## config.mk

```make
export PLATFORM = sky130hd
export DESIGN_NAME = sipo_deser_flat
export DESIGN_NICKNAME = d
export VERILOG_FILES = /design/src/rtl/sipo_deser_if.sv /design/src/rtl/sipo_deser.sv /design/src/flat_wrapper.sv
export SDC_FILE = /design/constraint.sdc
export NUM_CORES = 1
export LEC_CHECK = 0
export CORE_MARGIN = 2
export CORE_UTILIZATION = 48
export CTS_BUF_LIST = sky130_fd_sc_hd__clkbuf_8
export CTS_CLUSTER_DIAMETER = 80
export DETAILED_ROUTE_END_ITERATION = 6
export GPL_ROUTABILITY_DRIVEN = 0
export PLACE_DENSITY = 0.77
export SLEW_MARGIN = 20
export SYNTH_ARGS = -nofsm -noshare
export SYNTH_HDL_FRONTEND = slang
export SYNTH_SLANG_ARGS = --single-unit
```

## constraint.sdc

```tcl
create_clock -name clk -period 1.7 [get_ports clk]
set_input_delay 0.255 -clock clk [delete_from_list [all_inputs] [get_ports clk]]
set_output_delay 0.255 -clock clk [all_outputs]
set_load 0.02 [all_outputs]
```

## src/rtl/sipo_deser_if.sv

```systemverilog
// Serial-in / parallel-out bus bundle for sipo_deser.
// Latency: none, this is wiring only.
// Backpressure: out_ready from the consumer, with no backpressure toward the serial side.
// Ports: s_in, s_valid and clr are the serial side; out, out_valid and out_ready are the
//        word handshake; bit_cnt and overrun are status.
interface sipo_deser_if #(
  parameter int WIDTH = 8
);
  logic                       s_in;
  logic                       s_valid;
  logic                       clr;
  logic                       out_ready;
  logic [WIDTH-1:0]           out;
  logic                       out_valid;
  logic [$clog2(WIDTH)-1:0]   bit_cnt;
  logic                       overrun;

  // The deserializer owns the parallel side and the status signals.
  modport slave (
    input  s_in, s_valid, clr, out_ready,
    output out, out_valid, bit_cnt, overrun
  );

  // The environment drives the serial bits and consumes the words.
  modport master (
    output s_in, s_valid, clr, out_ready,
    input  out, out_valid, bit_cnt, overrun
  );
endinterface

```

## src/rtl/sipo_deser.sv

```systemverilog
// Deserializer: collects WIDTH qualified serial bits into a word, with the bit order set by MSB_FIRST.
// Latency: a word is visible on out/out_valid in the cycle after its last bit is sampled.
// Backpressure: a single holding register; a completed word that finds it full is dropped and sets sticky overrun.
// Ports: clk, rst (synchronous, active-low), bus (sipo_deser_if.slave).
module sipo_deser #(
  parameter int WIDTH     = 8,
  parameter bit MSB_FIRST = 1'b1
) (
  input  logic         clk,
  input  logic         rst,
  sipo_deser_if.slave  bus
);
  localparam int CW = $clog2(WIDTH);
  localparam logic [CW-1:0] LAST = CW'(WIDTH - 1);

  logic [WIDTH-1:0] sr;
  logic [WIDTH-1:0] sr_next;
  logic [CW-1:0]    cnt;
  logic [WIDTH-1:0] out_q;
  logic             vld_q;
  logic             ovr_q;
  logic             last;
  logic             free;

  // The shifted value includes the current bit, so it is also the completed word.
  always_comb begin
    sr_next = sr;
    if (MSB_FIRST) sr_next = {sr[WIDTH-2:0], bus.s_in};
    else           sr_next = {bus.s_in, sr[WIDTH-1:1]};
  end

  // clr discards a simultaneous bit, so that bit can never complete a frame.
  assign last = bus.s_valid && !bus.clr && (cnt == LAST);
  // The holding register can take a word if it is empty or is being drained on this edge.
  assign free = !vld_q || bus.out_ready;

  always_ff @(posedge clk) begin
    if (!rst) begin
      sr    <= '0;
      cnt   <= '0;
      out_q <= '0;
      vld_q <= 1'b0;
      ovr_q <= 1'b0;
    end else begin
      if (bus.clr) begin
        sr    <= '0;
        cnt   <= '0;
        ovr_q <= 1'b0;
      end else if (bus.s_valid) begin
        if (cnt == LAST) begin
          sr  <= '0;
          cnt <= '0;
          if (!free) ovr_q <= 1'b1;
        end else begin
          sr  <= sr_next;
          cnt <= cnt + CW'(1);
        end
      end

      // A load on a draining edge keeps out_valid high with the new word.
      if (last && free) begin
        out_q <= sr_next;
        vld_q <= 1'b1;
      end else if (vld_q && bus.out_ready) begin
        vld_q <= 1'b0;
      end
    end
  end

  assign bus.out       = out_q;
  assign bus.out_valid = vld_q;
  assign bus.bit_cnt   = cnt;
  assign bus.overrun   = ovr_q;
endmodule

```

## src/flat_wrapper.sv

```systemverilog
// flat-port wrapper written by rule: the top's interface ports become plain ports
module sipo_deser_flat 
#(
  parameter int WIDTH     = 8,
  parameter bit MSB_FIRST = 1'b1
)
  (clk, rst, bus_s_in, bus_s_valid, bus_clr, bus_out_ready, bus_out, bus_out_valid, bus_bit_cnt, bus_overrun);
  sipo_deser_if #(.WIDTH(WIDTH)) bus_i ();
  input  logic clk;
  input  logic rst;
  input wire logic [$bits(bus_i.s_in)-1:0] bus_s_in;
  input wire logic [$bits(bus_i.s_valid)-1:0] bus_s_valid;
  input wire logic [$bits(bus_i.clr)-1:0] bus_clr;
  input wire logic [$bits(bus_i.out_ready)-1:0] bus_out_ready;
  output wire logic [$bits(bus_i.out)-1:0] bus_out;
  output wire logic [$bits(bus_i.out_valid)-1:0] bus_out_valid;
  output wire logic [$bits(bus_i.bit_cnt)-1:0] bus_bit_cnt;
  output wire logic [$bits(bus_i.overrun)-1:0] bus_overrun;
  assign bus_i.s_in = bus_s_in;
  assign bus_i.s_valid = bus_s_valid;
  assign bus_i.clr = bus_clr;
  assign bus_i.out_ready = bus_out_ready;
  assign bus_out = bus_i.out;
  assign bus_out_valid = bus_i.out_valid;
  assign bus_bit_cnt = bus_i.bit_cnt;
  assign bus_overrun = bus_i.overrun;
  sipo_deser #(.WIDTH(WIDTH), .MSB_FIRST(MSB_FIRST)) u_core (.clk(clk), .rst(rst), .bus(bus_i));
endmodule
```

# Word level (Yosys, flattened, before mapping)
# Index checks and enable logic that the tools add are counted.
[word_totals] in_bits=6 out_inout_bits=13 register_bits=20 wordCells=23
[op_classes] addsub=1 muxes=4 n_bitwise=2 reduce_logical=10 eq_ne=1
[op_table] op="2-to-1 mux 7 bit" count=1
[op_table] op="logical AND 1 bit" count=4
[op_table] op="adder 3 x 1 -> 3 bit, second input constant" count=1
[op_table] op="equality test 3 bit, second input constant" count=1
[op_table] op="2-to-1 mux 3 bit" count=1
[op_table] op="AND reduction 3 bit" count=1
[op_table] op="zero test 1 bit" count=2
[op_table] op="2-to-1 mux 1 bit" count=2
[op_table] op="NOT 1 bit" count=2
[op_table] op="nonzero test 2 bit" count=1
[op_table] op="OR reduction 2 bit" count=1
[op_table] op="logical OR 1 bit" count=1

# Longest topological paths before layout
# Gate-level depths: netlist of the first run.
[depth] depth_word=5 ltp_mapped=6 depth_no_buf=5

# Worst setup path before layout of the first run
# No wires, ideal clock.
[synth_timing] path_type="flip-flop to flip-flop" startpoint="register u_core.cnt[0], in the netlist u_core.bus.bit_cnt[0]" endpoint="register u_core.out_q[0], in the netlist u_core.bus.out[0]" stages_incl_launch_ff=6 required_ps=1628 path_buffers=0 arrival_ps=1436 period_less_slack_ps=1508 setup_ps=72 path_slack_ps=192 cell_sequence="dfxtp_1 ha_1 ha_1 nand2_1 nor3_4 mux2i_1"
[synth_between] elab_chain_cells=3
[synth_rtl] element="from (decl)" line="sipo_deser.sv:18" rtl="logic [CW-1:0] cnt;"
[synth_rtl] element="from (signal assigned)" line="sipo_deser.sv:56" rtl="cnt <= cnt + CW'(1);"
[synth_rtl] element="equality test 3 bit" line="sipo_deser.sv:33" rtl="assign last = bus.s_valid && !bus.clr && (cnt == LAST);"
[synth_rtl] element="logical AND 1 bit" line="sipo_deser.sv:33"
[synth_rtl] element="logical AND 1 bit" line="sipo_deser.sv:61" rtl="if (last && free) begin"
[synth_rtl] element="to (signal assigned)" line="sipo_deser.sv:62" rtl="out_q <= sr_next;"
[synth_rtl] element="to (decl)" line="sipo_deser.sv:19" rtl="logic [WIDTH-1:0] out_q;"
# No other way between the ends.
# A chain may end at the register's enable or synchronous reset.

# Worst setup path after layout of the first run
[layout_timing] startpoint="register u_core.cnt[0], in the netlist u_core.bus.bit_cnt[0]" endpoint="output bus_bit_cnt[0]"
[layout_rtl] element="to (decl)" line="flat_wrapper.sv:17" rtl="output wire logic [$bits(bus_i.bit_cnt)-1:0] bus_bit_cnt;"
# No word-level cell between the ends.

==> qor.csv, run 1 <==
stage,metric,value,unit
clocking,clkLatencyLatePin,0.25,ns
clocking,cts_made_buffers,3,
placement,dpl_cell_area,1040,um^2
worst_setup_path,r2r_end,u_core.bus.out[4],
die,die_y,46.0,um
clocking,post_cts_buffers,0,
timing,min_period,1.51,ns
worst_setup_path,path_buf_inv,1,
clocking,clk_path_buf_depth,2,
timing,slew_headroom,0.738,
yosys,ys_seq_elements,20,
grt,grt-ovfl-total,0,
die,num_io_pins,19,
worst_setup_path,slowest_stage,clkdlybuf4s50_1,
worst_setup_path,rr_worst_depth,6,
clocking,cts_tree,done,
grt,grt_usage,0.160,
routing,antenna_left,0,
timing,slew_violations,0,
clocking,clock_sinks,20,
clocking,cts_resized,0,
status,status,"complete, no violations",
worst_setup_path,end_kind,output port,
grt,antenna_found_initial,0,
final_layout,finalCoreUtilization,0.648,
yosys,syn_area,848,um^2
timing,final.period_utilization,0.889,
timing,finalHoldViolCount,0,
worst_setup_path,cp_slowest_stage_delay,0.62,ns
final_layout,area_growth,29.1,%
worst_hold_path,hp-class,flip-flop to flip-flop,
worst_setup_path,r2r-start,u_core.bus.bit_cnt[0],
yosys,synth_area_leaders,"dfxtp_1, mux2i_1, nand2_1",
worst_setup_path,crit_required,1.44,ns
final_layout,fillers,150,
final_layout,n_antenna_cell,0,
yosys,yosys_warnings,0,
die,rows,15,
clocking,htreeDepth,1,
die,die_w,46.0,um
yosys,syn_avg_cell_area,9.53,um^2
worst_setup_path,ff2ff_setup_slack,0.26,ns
final_layout,stdcell_area,1090,um^2
power,ir_drop,0.000557,V
power,p_per_area,803,nW/um^2
power,power.leakage,0.369,nW
final_layout,nets,118,
worst_setup_path,startpoint_type,flip-flop,
worst_setup_path,crit_type,flip-flop to output port,
worst_setup_path,cp_top_family,buffers and inverters,
timing,worstMarginPinSlew,0.392,ns
yosys,yosysTopAreaCell,dfxtp_1,
worst_setup_path,arrival,1.26,ns
grt,grt_pass1_vias,580,
routing,vias,635,
die,dieArea,2120,um^2
yosys,yosysUniqueCellTypes,15,
timing,setup_viol,0,
worst_setup_path,path_depth,1,
die,start_util,0.502,
routing,routedWlPerCell,11.6,um
timing,final.setup.tns,0,ns
clocking,clk_pin_slew_worst_paths,0.07,ns
routing,drt_pre_antenna_iters,4,
routing,avgViaCountPerCell,5.04,
worst_setup_path,crit_start,u_core.bus.bit_cnt[0],
grt,grt_first_pass_wirelength,2440,um
timing,finClkSkew,0.000780,ns
worst_setup_path,crit_path_cell_trace,clkdlybuf4s50_1,
routing,routed_wirelength,1460,um
clocking,hold_buffers,0,
final_layout,drive_gt1_frac,0.0917,
worst_setup_path,crit_fanout,4,
job,cap_violations,0,
placement,io_buffers,18,
worst_hold_path,min_from,u_core.bus.out[2],
yosys,yosysTopAreaCellShare,0.472,
die,core,1690,um^2
yosys,syn_inst,89,
yosys,yosysSeqAreaShare,0.472,
yosys,synth.net_count,97,
timing,rsz0062_at_grt,no,
grt,grt_max_degree,20,
timing,fmax,662,MHz
placement,dp_hpwl,1060,um
routing,drt_drc_violations_left,0,
routing,drtIter0Drc,7,
worst_setup_path,endpoint,bus_bit_cnt[0],
clocking,root_buffer,clkbuf_8,
[area by class of cell]
type                       count  area [um^2]  share of cell area
clock buffer                   4         55.1              0.0503
multi-input combinational     63          408               0.373
sequential                    20          400               0.366
tap                           17         21.3              0.0194
timing repair buffer          22          210               0.192
[power by group]
part	leakage, nW	internal (mW)	switching, mW
sequential	0.161	0.471	0.00225
combinational	0.179	0.0236	0.0251
clock	0.0288	0.206	0.152
[stage by stage]
stage,cells,hold slack (ns),power [mW],worst slack [ns]
final,126,0.454,0.879,0.190
after global routing,126,0.478,0.908,0.137
after CTS,126,0.459,0.883,0.175
after detailed placement,122,0.446,0.533,0.233
after global placement,122,0.444,0.532,0.259
after floorplan,89,0.397,0.514,0.192
[registers in the layout, summed over array words and instances, names as in the netlist]
name                  count
u_core.bus.bit_cnt        3
u_core.bus.overrun        1
u_core.bus.out            8
u_core.sr                 7
u_core.bus.out_valid      1
[worst min-delay path by stage]
stage | slack [ns] | to | cells past startpoint
final | 0.45 | u_core.bus.out[2] | 2
after global routing | 0.48 | u_core.bus.out[4] | 2
after CTS | 0.46 | u_core.bus.out[2] | 2
after detailed placement | 0.45 | u_core.bus.out[6] | 2
after floorplan | 0.40 | u_core.bus.out[0] | 2
after global placement | 0.44 | u_core.bus.out[3] | 2
[cell usage after synthesis (all sizes together)]
cell type  number
nand2b          9
nand3b          8
nor2b           1
a31oi           1
nor2            5
buf             4
dfxtp          20
nor3            1
o21a            1
clkbuf          2
nand2          17
mux2i          10
a21oi           8
ha              2
[cells by family after synthesis]
family / synth area share
simple gates: 0.270
flops: 0.472
fa+ha+maj: 0.0295
compound gates: 0.0634
buf+inv: 0.0472
mux: 0.118
[placed cells by master (no fill, tap or decap), drive strengths merged]
cell type      count
dfxtp             20
clkdlybuf4s50     18
nand2             17
mux2i             10
nand2b             9
nand3b             8
a21oi              8
nor2               5
clkbuf             4
buf                4
ha                 2
nor2b              1
nor3               1
a31oi              1
o21a               1
[worst reg2reg max path: cells and delay by family, from the launching register on]
kind,cells,cell delay [ns]
simple gates,2,0.25
flops,1,0.38
fa+ha+maj,2,0.33
mux,1,0.21
buf+inv,1,0.21
[routing by layer]
| layer | vias to the layer above | global-route usage | wire, um |
|---|---|---|---|
| met2 | 12 | 0.244 | 649 |
| met4 | 0 | 0.0514 | 19 |
| li1 | 336 | - | - |
| met1 | 285 | 0.220 | 738 |
| met5 | - | 0 | 0 |
| met3 | 2 | 0.0357 | 51 |
(Power assumes the default switching activity.)
==> run 2: changes to the inputs <==
--- a/config.mk
+++ b/config.mk
@@ -5,6 +5,7 @@
 export SDC_FILE = /design/constraint.sdc
 export NUM_CORES = 1
 export LEC_CHECK = 0
+export CAP_MARGIN = 20
 export CORE_MARGIN = 2
 export CORE_UTILIZATION = 48
 export CTS_BUF_LIST = sky130_fd_sc_hd__clkbuf_8
==> results of run 2 <==
Final layout, timing and power as in run 1 (identical DEF).
==> run 3: changes to the inputs <==
--- a/config.mk
+++ b/config.mk
@@ -12,6 +12,7 @@
 export CTS_CLUSTER_DIAMETER = 80
 export DETAILED_ROUTE_END_ITERATION = 6
 export GPL_ROUTABILITY_DRIVEN = 0
+export HOLD_SLACK_MARGIN = 0.08
 export PLACE_DENSITY = 0.77
 export SLEW_MARGIN = 20
 export SYNTH_ARGS = -nofsm -noshare
==> results of run 3 <==
Final layout, timing and power as in run 1 (identical DEF).
